--- src/rtl/fft_iter_sched.sv ---
// fft_iter_sched: butterfly scheduler for an in-place iterative radix-2 DIT FFT.
// Walks AWL stages x N/2 butterflies issuing read, launch and write-back per butterfly.
module fft_iter_sched #(
  parameter int AWL           = 5,
  parameter int SWL           = 3,
  parameter int BUT_CLK_CYCLE = 2
) (
  input  logic           CLK,
  input  logic           RST,
  input  logic           EN,
  input  logic           START,
  output logic           o_RD,
  output logic [AWL-1:0] o_A_ADDR,
  output logic [AWL-1:0] o_B_ADDR,
  output logic [AWL-2:0] o_TW_ADDR,
  output logic           o_BUT_START,
  output logic           o_WR,
  output logic [SWL-1:0] o_STAGE,
  output logic           o_RAM_BLOCK,
  output logic           o_DONE
);
  localparam int CW = (BUT_CLK_CYCLE > 1) ? $clog2(BUT_CLK_CYCLE) : 1;
  localparam logic [SWL-1:0] SMAX = SWL'(AWL - 1);
  localparam logic [AWL-2:0] JMAX = '1;
  localparam logic [CW-1:0]  CMAX = CW'(BUT_CLK_CYCLE - 1);

  typedef enum logic [2:0] {IDLE, RD, CALC, WR, DONE} state_t;

  state_t         state_q, state_d;
  logic [SWL-1:0] s_q, s_d;
  logic [AWL-2:0] j_q, j_d;
  logic [CW-1:0]  cnt_q, cnt_d;
  logic [AWL-1:0] a_q, a_d, b_q, b_d;
  logic [AWL-2:0] tw_q, tw_d;
  logic           load;
  logic [AWL-1:0] half, msk, jw;

  // Addresses are recomputed only when a new butterfly is loaded, so they hold through RD/CALC/WR.
  always_comb begin
    state_d = state_q;
    s_d     = s_q;
    j_d     = j_q;
    cnt_d   = cnt_q;
    load    = 1'b0;
    if (EN)
      case (state_q)
        IDLE: if (START) begin
          state_d = RD;
          s_d     = '0;
          j_d     = '0;
          load    = 1'b1;
        end
        RD: begin
          state_d = CALC;
          cnt_d   = '0;
        end
        CALC: if (cnt_q == CMAX) state_d = WR;
              else cnt_d = cnt_q + CW'(1);
        WR: begin
          load    = (j_q != JMAX) || (s_q != SMAX);
          state_d = load ? RD : DONE;
          j_d     = j_q + (AWL-1)'(1);
          s_d     = (j_q == JMAX && s_q != SMAX) ? s_q + SWL'(1) : s_q;
        end
        DONE: state_d = IDLE;
        default: state_d = IDLE;
      endcase
    half = AWL'(1) << s_d;
    msk  = half - AWL'(1);
    jw   = AWL'(j_d);
    a_d  = load ? (((jw & ~msk) << 1) | (jw & msk)) : a_q;
    b_d  = load ? (((jw & ~msk) << 1) | (jw & msk) | half) : b_q;
    tw_d = load ? (j_d << (SMAX - s_d)) : tw_q;
  end

  always_ff @(posedge CLK)
    if (!RST) begin
      state_q <= IDLE;
      s_q     <= '0;
      j_q     <= '0;
      cnt_q   <= '0;
      a_q     <= '0;
      b_q     <= '0;
      tw_q    <= '0;
    end else begin
      state_q <= state_d;
      s_q     <= s_d;
      j_q     <= j_d;
      cnt_q   <= cnt_d;
      a_q     <= a_d;
      b_q     <= b_d;
      tw_q    <= tw_d;
    end

  assign o_RD        = EN && state_q == RD;
  assign o_BUT_START = EN && state_q == CALC && cnt_q == '0;
  assign o_WR        = EN && state_q == WR;
  assign o_DONE      = EN && state_q == DONE;
  assign o_RAM_BLOCK = state_q == RD || state_q == CALC || state_q == WR;
  assign o_A_ADDR    = a_q;
  assign o_B_ADDR    = b_q;
  assign o_TW_ADDR   = tw_q;
  assign o_STAGE     = s_q;
endmodule

--- config.mk ---
export PLATFORM = sky130hd
export DESIGN_NAME = fft_iter_sched
export DESIGN_NICKNAME = d
export VERILOG_FILES = /design/src/rtl/fft_iter_sched.sv
export SDC_FILE = /design/constraint.sdc
export NUM_CORES = 1
export LEC_CHECK = 0
export BUFFER_PORTS_ARGS = -buffer_cell sky130_fd_sc_hd__buf_2
export CAP_MARGIN = 10
export CORE_MARGIN = 5
export CORE_UTILIZATION = 40
export DETAILED_ROUTE_END_ITERATION = 10
export PLACE_DENSITY_LB_ADDON = 0.08
export SLEW_MARGIN = 25
export SYNTH_ARGS = -nofsm -noshare
export SYNTH_HDL_FRONTEND = slang
export SYNTH_SLANG_ARGS = --single-unit
--- constraint.sdc ---
create_clock -name CLK -period 3.6 [get_ports CLK]
set_input_delay 0.36 -clock CLK [delete_from_list [all_inputs] [get_ports CLK]]
set_output_delay 0.36 -clock CLK [all_outputs]
set_load 0.02 [all_outputs]
Word level (Yosys, flattened, before mapping)
Cells that the tools add are included.
Widths: inputs -> output; s select.
{"block": "totals", "ff_bits": 25, "output_inout_bits": 22}
{"block": "op_classes", "add_sub_neg": 5, "eq_ne": 9, "n_shift": 2, "n_mux": 16, "bitwise_logic": 6, "n_reduce_logical": 13}
{"op": "$mux 3", "count": 6}
{"op": "$pmux 3 s4", "count": 1}
{"op": "$or 5x5->5", "count": 2}
{"op": "$mux 4", "count": 2}
{"op": "$pmux 4 s2", "count": 1}
{"op": "$eq 3x2->1 const B", "count": 2}
{"op": "$logic_and 1x1->1", "count": 6}
{"op": "$pmux 3 s2", "count": 1}
{"op": "$and 4x5->5", "count": 1}
{"op": "$shl 1x3->5 const A", "count": 1}
{"op": "$sub 5x1->5 const B", "count": 1}
{"op": "$add 4x1->4 const B", "count": 1}
{"op": "$and 4x4->4", "count": 1}
{"op": "$eq 4x4->1 const B", "count": 1}
{"op": "$ne 2x2->1 const B", "count": 2}
{"op": "$ne 4x4->1 const B", "count": 1}
{"op": "$not 4->4", "count": 1}
{"op": "$pmux 1 s2", "count": 2}
{"op": "$shl 4x3->4", "count": 1}
{"op": "$add 3x1->3 const B", "count": 1}
{"op": "$eq 3x1->1 const B", "count": 1}
{"op": "$eq 3x3->1 const B", "count": 1}
{"op": "$logic_not 3->1", "count": 1}
{"op": "$logic_or 1x1->1", "count": 3}
{"op": "other kinds (8)", "count": 10}

Longest topological paths before layout
Gate-level depths: netlist (run 1).
{"block": "logic_depth", "word_depth": 11, "ltp_mapped": 15, "mapped_depth_nobuf": 15}

Worst setup path before layout (run 1)
Ideal clock, no wire load.
{"block": "synth_timing", "kind": "register -> register", "start": "reg s_q[0], in the netlist o_STAGE[0]", "end": "reg b_q[3], in the netlist o_B_ADDR[3]", "setup_ns": 0.127, "t_arrival_ns": 2.774, "required_time_ns": 3.473, "path_slack_ns": 0.699, "stages_incl_launch_ff": 13, "period_less_slack_ns": 2.901, "path_cell_list": "dfxtp_1 inv_1 ha_1 nand2_1 a211oi_1 a211oi_4 ha_1 ha_1 inv_1 ha_1 or3_1 a31oi_1 a31oi_1"}
{"block": "synth_between", "elab_chain_len": 11, "elab_cells_between_ends": 17, "classes_between": "add/sub (2); eq/ne (1); shift (1); mux (6); bitwise (5); reduce/logical (2)"}
{"element": "start, declared", "line": "30", "text": "logic [SWL-1:0] s_q, s_d;"}
{"element": "start signal, assigned", "line": "79", "text": "s_q <= '0;"}
{"element": "start signal, assigned", "line": "87", "text": "s_q <= s_d;"}
{"element": "branches (longest 11 deep; another with $sub 5x1->5)"}
{"element": "end signal, assigned", "line": "83", "text": "b_q <= '0;"}
{"element": "end signal, assigned", "line": "91", "text": "b_q <= b_d;"}
{"element": "end, declared", "line": "33", "text": "logic [AWL-1:0] a_q, a_d, b_q, b_d;"}
Parallel ways; which one is timed is not known.
A chain may end at the register's enable or synchronous reset.

Worst setup path in the final report (run 1)
{"block": "layout_timing", "start": "reg state_q[0]", "end": "reg b_q[3], in the netlist o_B_ADDR[3]"}
{"block": "layout_between", "elab_chain_len": 9, "elab_cells_between_ends": 15, "classes_between": "add/sub (1); eq/ne (1); shift (1); mux (6); bitwise (5); reduce/logical (1)"}
{"element": "start, declared", "line": "29", "text": "state_t state_q, state_d;"}
{"element": "start signal, assigned", "line": "86", "text": "state_q <= state_d;"}
{"element": "$eq 3x2->1 / $logic_not 3->1 (equally long branches)", "line": "46", "text": "case (state_q)"}
{"element": "$pmux 3 s2 *", "line": "46"}
{"element": "$mux 3 *", "line": "45", "text": "if (EN)"}
{"element": "named net s_d[1]", "line": "30"}
{"element": "$shl 1x3->5 *", "line": "68", "text": "half = AWL'(1) << s_d;"}
{"element": "$sub 5x1->5", "line": "69", "text": "msk = half - AWL'(1);"}
{"element": "$not 4->4", "line": "72", "text": "b_d = load ? (((jw & ~msk) << 1) | (jw & msk) | half) : b_q;"}
{"element": "$and 4x4->4", "line": "72"}
{"element": "$or 5x5->5", "line": "72"}
{"element": "$or 5x5->5 *", "line": "72"}
The timed path passes the listed nets; every way through them passes the cells marked *.

==> impl_metrics.toml, run 1 <==
[run_status]
result_of_the_run = "finished, final reports clean"

[timing]
count_of_final_hold_check_violations = 0
fin_hold_ws_ns = 0.434
setup_tns_final_ns = 0
rsz0062_at_grt = "no"
maximum_clock_skew_at_final_layout_ns = 0.00517
timing.final.crit_share = 0.873
post-route-worst-setup-slack_ns = 0.458
worst_slew_margin_rel = 0.524
setup_viol_count_final = 0
fmax_mhz = 318
finalMaxSlewViolations = 0
finalWorstPathRequiredPeriod_ns = 3.14
timing_worst_slew_pin_value_ns = 0.714

[route]
routed-via-count = 1382
firstDrtPassIters = 4
detailedRoute.firstIterationViolations = 138
drtAntennaViolNets = 0
detail_route.drc_violations = 0
routedWlPerCell_um = 14.5
routed_wl_um = 3630
post_detailed_route_via_to_cell_ratio = 5.53

[finish]
stdcell_count = 250
diodes = 0
nNetsFinal = 217
final_core_utilization = 0.466
synthToLayoutAreaGrowth_pct = 14.9
layout.filler_cells = 384
drive_above_1_share = 0.188

[clock_network]
cts_tree = "yes"
post_cts_buffers = 0
cts_root_buf = "clkbuf_8"
cts.path.max_buffers = 2
worstSkewPairLatency_ns = 0.27
htree_levels = 1
clkSlewWorstSetupHoldPaths_ns = 0.09
clock_sink_count = 25
cts_resized = 0
cts-buffers-inserted = 3
hold_buffers = 0

[global_route]
grt_max_degree = 16
global_route_usage_sum = 0.159
gr-total-overflow = 0
antenna_found_initial = 0
grt_pass1_wl_um = 6380
first_global_vias = 1346

[die]
fp.coreArea_um2 = 3610
die_height_um = 70.5
chipWidth_um = 70.5
die_area_um2 = 4970
fp-row-count = 22
floorplan.initialDensity = 0.406
i_o_pins = 26

[synth]
synth_top_cells_by_area = "dfxtp_1, ha_1, nor2_1"
yosys.cell_types.count = 44
postSynth.topFlopCell = "dfxtp_1"
synth_async_sr_flop_share = 0
post-synth-top-area-cell = "dfxtp_1"
synth.cell_area_um2 = 1460
synth.ff_latch_count = 25
syn-num-nets = 192
count_of_synthesis_stage_warnings_from_yosys = 0
mean_cell_area_of_the_mapped_netlist_um2 = 8.22
fraction_of_synthesized_cell_area_taken_by_the_top_area_cell_type = 0.342
synthesis.instances = 178
synth_edf_count = 0
ys_seq_area_frac = 0.342

[critical_path]
rr_worst_depth = 12
slowest_stage_cell_on_the_critical_path = "or3b_4"
cp-startpoint = "state_q[0]"
startpoint_type = "flop"
worst_r2r_startpoint = "state_q[0]"
worstPathArrival_ns = 3.30
cpPeakStageDelay_ns = 0.46
worst-path-buf-inv = 2
critical_path_class = "flop to flop"
path_common_cell = "ha_1"
required_time_reported_for_the_critical_path_endpoint_ns = 3.76
critical_path.top_delay_family = "compound AO/OA/AOI/OAI gates"
critical_path.max_fanout = 14
sort_of_element_at_the_end_of_the_critical_path = "flop"
crit_path_cell_chain = "or3b_4 -> a21o_1 -> a21oi_1 -> o22ai_1 -> inv_1 -> ha_1 -> ha_1 -> inv_1 -> ha_1 -> or3_1 -> a31oi_1 -> a31oi_1"
timing.critical_path.depth = 12

[placed_design]
finalWeightedCongestion = 0.930
dpl.cell_count = 246
port-buffer-count = 25
detailedPlace.worstSlack_ns = 0.501
detailed_placer_s_ending_hpwl_um = 2800

[job]
max-cap-violations = 0

[min_path]
hold_depth = 3
worstHoldPathType = "input port to flop"
hold_start = "RST"

[pwr]
p_per_area_nw_per_um2 = 316
power_dissipated_by_switching_net_loads_mw = 0.144
intPower_mw = 0.387
power_frac_comb = 0.127
power.switching_fraction = 0.272
power.static_leakage_nw = 0.742
power.sequential.fraction = 0.554
max-vdd-ir-drop_v = 0.000137
p_clk_frac = 0.319
[layout make-up]
cell class | count | area (µm²) | area share
tap | 48 | 60.1 | 0.0357
clock inverter | 1 | 5.00 | 0.00298
clock buffer | 3 | 41.3 | 0.0246
sequential | 25 | 500 | 0.298
inverter | 13 | 48.8 | 0.0290
timing repair buffer | 27 | 140 | 0.0834
multi-input combinational | 133 | 885 | 0.526
[stage by stage]
step	power, mW	cell area, µm²
floorplan	0.348	1460
global placement	0.368	1630
detailed placement	0.369	1630
CTS	0.540	1680
global route	0.560	1680
finish	0.532	1680
[worst register-to-register path: stages (launching register included)]
cell and delay, ns:
dfxtp_1 0.44, or3b_4 0.46, a21o_1 0.27, a21oi_1 0.15, o22ai_1 0.13, inv_1 0.12, ha_1 0.18, ha_1 0.22
inv_1 0.12, ha_1 0.23, or3_1 0.36, a31oi_1 0.23, a31oi_1 0.11
[per-layer routing]
| layer | up-vias | GRT usage | routed length [µm] |
|---|---|---|---|
| li1 | 692 | - | - |
| met1 | 653 | 0.213 | 1740 |
| met2 | 32 | 0.253 | 1650 |
| met3 | 5 | 0.0345 | 192 |
| met4 | 0 | 0.0511 | 51 |
| met5 | - | 0 | 0 |
[power groups by stage]
| stage | Clock (mW) | Sequential (mW) | Combinational (mW) |
|---|---|---|---|
| global placement | 0 | 0.300 | 0.0673 |
| finish | 0.170 | 0.295 | 0.0675 |
| detailed placement | 0 | 0.301 | 0.0680 |
| global route | 0.188 | 0.297 | 0.0753 |
| floorplan | 0 | 0.305 | 0.0428 |
| CTS | 0.177 | 0.295 | 0.0682 |
[Yosys cell counts, drive strengths merged, types with 3 or more instances]
cell	count
and3	4
o22ai	3
clkbuf	5
nor2	19
a21oi	10
nor2b	3
inv	13
a22oi	3
nand3	9
dfxtp	25
nand2	13
a31oi	4
nand2b	3
mux2i	6
ha	10
a211oi	3
a21o	4
o21ai	13
[final timing paths]
path | end | slack (ns)
max | o_B_ADDR[3] | 0.46
min | o_A_ADDR[1] | 0.43
max reg2reg | o_B_ADDR[3] | 0.46
min reg2reg | o_TW_ADDR[3] | 0.46
[placed cells by master (no fill, tap or decap), drive strengths merged, types with 2 or more instances in the layout]
cell and count:
buf 27, dfxtp 25, nor2 19, nand2 13, inv 13, o21ai 13
a21oi 10, ha 10, nand3 9, mux2i 6, and3 4, a31oi 4
a21o 4, nand2b 3, o22ai 3, nor2b 3, a22oi 3, clkbuf 3
a211oi 3, and4 2, nor3 2, o211ai 2, o21bai 2, nor3b 2
a311oi 2
[sequential cells by signal, summed over array words and instances, names as in the netlist]
| register | flops |
|---|---|
| o_B_ADDR | 5 |
| state_q | 3 |
| o_STAGE | 3 |
| o_A_ADDR | 5 |
| o_TW_ADDR | 4 |
| cnt_q | 1 |
| j_q | 4 |
[kinds of logic (layout without fill, tap and decap cells)]
group	after synthesis	in the layout	share of synthesized area
buffers and inverters	20	44	0.0530
DFF	25	25	0.342
AOI/OAI and AO/OA	53	53	0.253
and+or+nand+nor	63	63	0.217
muxes	7	7	0.0488
adders and majority gates	10	10	0.0855
(Power assumes the default switching activity.)
==> run 2, diff against run 1 <==
--- a/config.mk
+++ b/config.mk
@@ -8,8 +8,9 @@
 export BUFFER_PORTS_ARGS = -buffer_cell sky130_fd_sc_hd__buf_2
 export CAP_MARGIN = 10
 export CORE_MARGIN = 5
-export CORE_UTILIZATION = 40
+export CORE_UTILIZATION = 50
 export DETAILED_ROUTE_END_ITERATION = 10
+export GPL_ROUTABILITY_DRIVEN = 0
 export PLACE_DENSITY_LB_ADDON = 0.08
 export SLEW_MARGIN = 25
 export SYNTH_ARGS = -nofsm -noshare
==> run 2 against run 1 <==
Final area down 2.5%. Register-to-register slack worse by 0.05 ns. Clock skew down 0.0040 ns. Sequential power about the same. Hold slack worse by 0.054 ns. Final cell count down 6.8%. Global-route usage up 2.2 points. Via count up 0.22%. Wire length down 2.0%. Worst setup slack worse by 0.046 ns. Largest cell class unchanged. Largest power group unchanged.
==> impl_metrics.toml, run 2 (same netlist as run 1, synthesis figures left out) <==
[global_route]
grt_pass1_wl_um = 6150
gr-total-overflow = 0
antenna_found_initial = 0
global_route_usage_sum = 0.181
grt_max_degree = 16
first_global_vias = 1367

[placed_design]
detailedPlace.worstSlack_ns = 0.472
port-buffer-count = 25
detailed_placer_s_ending_hpwl_um = 2780

[timing]
fin_hold_ws_ns = 0.379
timing_worst_slew_pin_value_ns = 0.684
setup_tns_final_ns = 0
maximum_clock_skew_at_final_layout_ns = 0.00118
fmax_mhz = 314
post-route-worst-setup-slack_ns = 0.412
timing.final.crit_share = 0.886
finalMaxSlewViolations = 0
rsz0062_at_grt = "no"
worst_slew_margin_rel = 0.544
finalWorstPathRequiredPeriod_ns = 3.19
setup_viol_count_final = 0
count_of_final_hold_check_violations = 0

[critical_path]
cpPeakStageDelay_ns = 0.46
startpoint_type = "flop"
critical_path_class = "flop to flop"
worstReg2RegEnd = "o_B_ADDR[3]"
path_common_cell = "ha_1"
sort_of_element_at_the_end_of_the_critical_path = "flop"
rr_worst_depth = 12
required_time_reported_for_the_critical_path_endpoint_ns = 3.80
critical_path.max_fanout = 14
r2r_setup_slack_ns = 0.41
worst_r2r_startpoint = "state_q[0]"
worstPathArrival_ns = 3.39
slowest_stage_cell_on_the_critical_path = "dfxtp_1"
crit_path_cell_chain = "or3b_4 -> a21o_1 -> a21oi_1 -> o22ai_1 -> inv_1 -> ha_1 -> ha_1 -> inv_1 -> ha_1 -> or3_1 -> a31oi_1 -> a31oi_1"

[clock_network]
post_cts_buffers = 0
cts.path.max_buffers = 2
cts_root_buf = "clkbuf_4"
worstSkewPairLatency_ns = 0.31
clock_sink_count = 25
htree_levels = 1
cts_tree = "yes"
cts-buffers-inserted = 3
hold_buffers = 0
cts_resized = 0
clkSlewWorstSetupHoldPaths_ns = 0.13

[route]
detail_route.drc_violations = 0
routed_wl_um = 3560
routed-via-count = 1385
firstDrtPassIters = 4
post_detailed_route_via_to_cell_ratio = 5.94
detailedRoute.firstIterationViolations = 123
drtAntennaViolNets = 0
routedWlPerCell_um = 15.3

[die]
fp-row-count = 19
fp.coreArea_um2 = 2780
die_height_um = 64.1
chipWidth_um = 64.1
die_area_um2 = 4110
i_o_pins = 26
floorplan.initialDensity = 0.526

[run_status]
result_of_the_run = "finished, final reports clean"

[pwr]
p_clk_frac = 0.257
max-vdd-ir-drop_v = 0.000243
power.switching_fraction = 0.276
intPower_mw = 0.353
power.sequential.fraction = 0.605
total_power_mw = 0.488
power_dissipated_by_switching_net_loads_mw = 0.134
power_frac_comb = 0.138
p_per_area_nw_per_um2 = 298
power.static_leakage_nw = 0.732

[min_path]
worst_hold_endpoint = "o_A_ADDR[1]"
hold_start = "RST"
hold_depth = 3
worstHoldPathType = "input port to flop"

[job]
max-cap-violations = 0

[finish]
nNetsFinal = 217
synthToLayoutAreaGrowth_pct = 12.1
layout_common_cells = "dfxtp_1, buf_2, nor2_1"
drive_above_1_share = 0.183
final_core_utilization = 0.589
diodes = 0
==> run 2: area by class of cell <==
| class | instances | area [µm²] |
|---|---|---|
| inverter | 13 | 48.8 |
| timing repair buffer | 27 | 140 |
| clock buffer | 4 | 26.3 |
| tap | 31 | 38.8 |
| sequential | 25 | 500 |
| multi-input combinational | 133 | 885 |
| fill | 271 | 1140 |
==> run 2: through the flow <==
stage,std cells,cell area [µm²]
2_1_floorplan,178,1460
3_3_place_gp,229,1610
3_5_place_dp,229,1610
4_1_cts,233,1640
5_1_grt,233,1640
6_report,233,1640
==> run 2: per-layer routing <==
layer  track usage  wire length [µm]  share of wire  vias up
met5             0                 0              0        -
li1              -                 -              -      692
met3        0.0385               226          0.063       10
met1         0.232              1550           0.44      637
met2         0.302              1720           0.48       46
met4        0.0571                67          0.019        0
==> run 2: worst max-delay path by stage <==
stage                          start           to  slack, ns
final                     state_q[0]  o_B_ADDR[3]       0.41
after global routing      state_q[0]  o_B_ADDR[3]       0.19
after CTS                 state_q[0]  o_B_ADDR[3]       0.45
after detailed placement  state_q[0]  o_B_ADDR[3]       0.47
after global placement    state_q[0]  o_B_ADDR[3]       0.61
after floorplan           o_STAGE[0]  o_B_ADDR[3]       0.70
==> run 2: critical path: cells and delay by family (launching register included) <==
family	cells	cell delay [ns]
DFF	1	0.46
AOI/OAI and AO/OA	5	0.89
adders and majority gates	3	0.65
buffers and inverters	2	0.25
and+or+nand+nor	2	0.83
==> run 2: power by group through the flow <==
| stage | Combinational, mW | Sequential (mW) | Clock (mW) |
|---|---|---|---|
| floorplan | 0.0428 | 0.305 | 0 |
| global placement | 0.0665 | 0.300 | 0 |
| detailed placement | 0.0674 | 0.301 | 0 |
| CTS | 0.0678 | 0.295 | 0.129 |
| global route | 0.0745 | 0.297 | 0.142 |
| finish | 0.0674 | 0.295 | 0.125 |
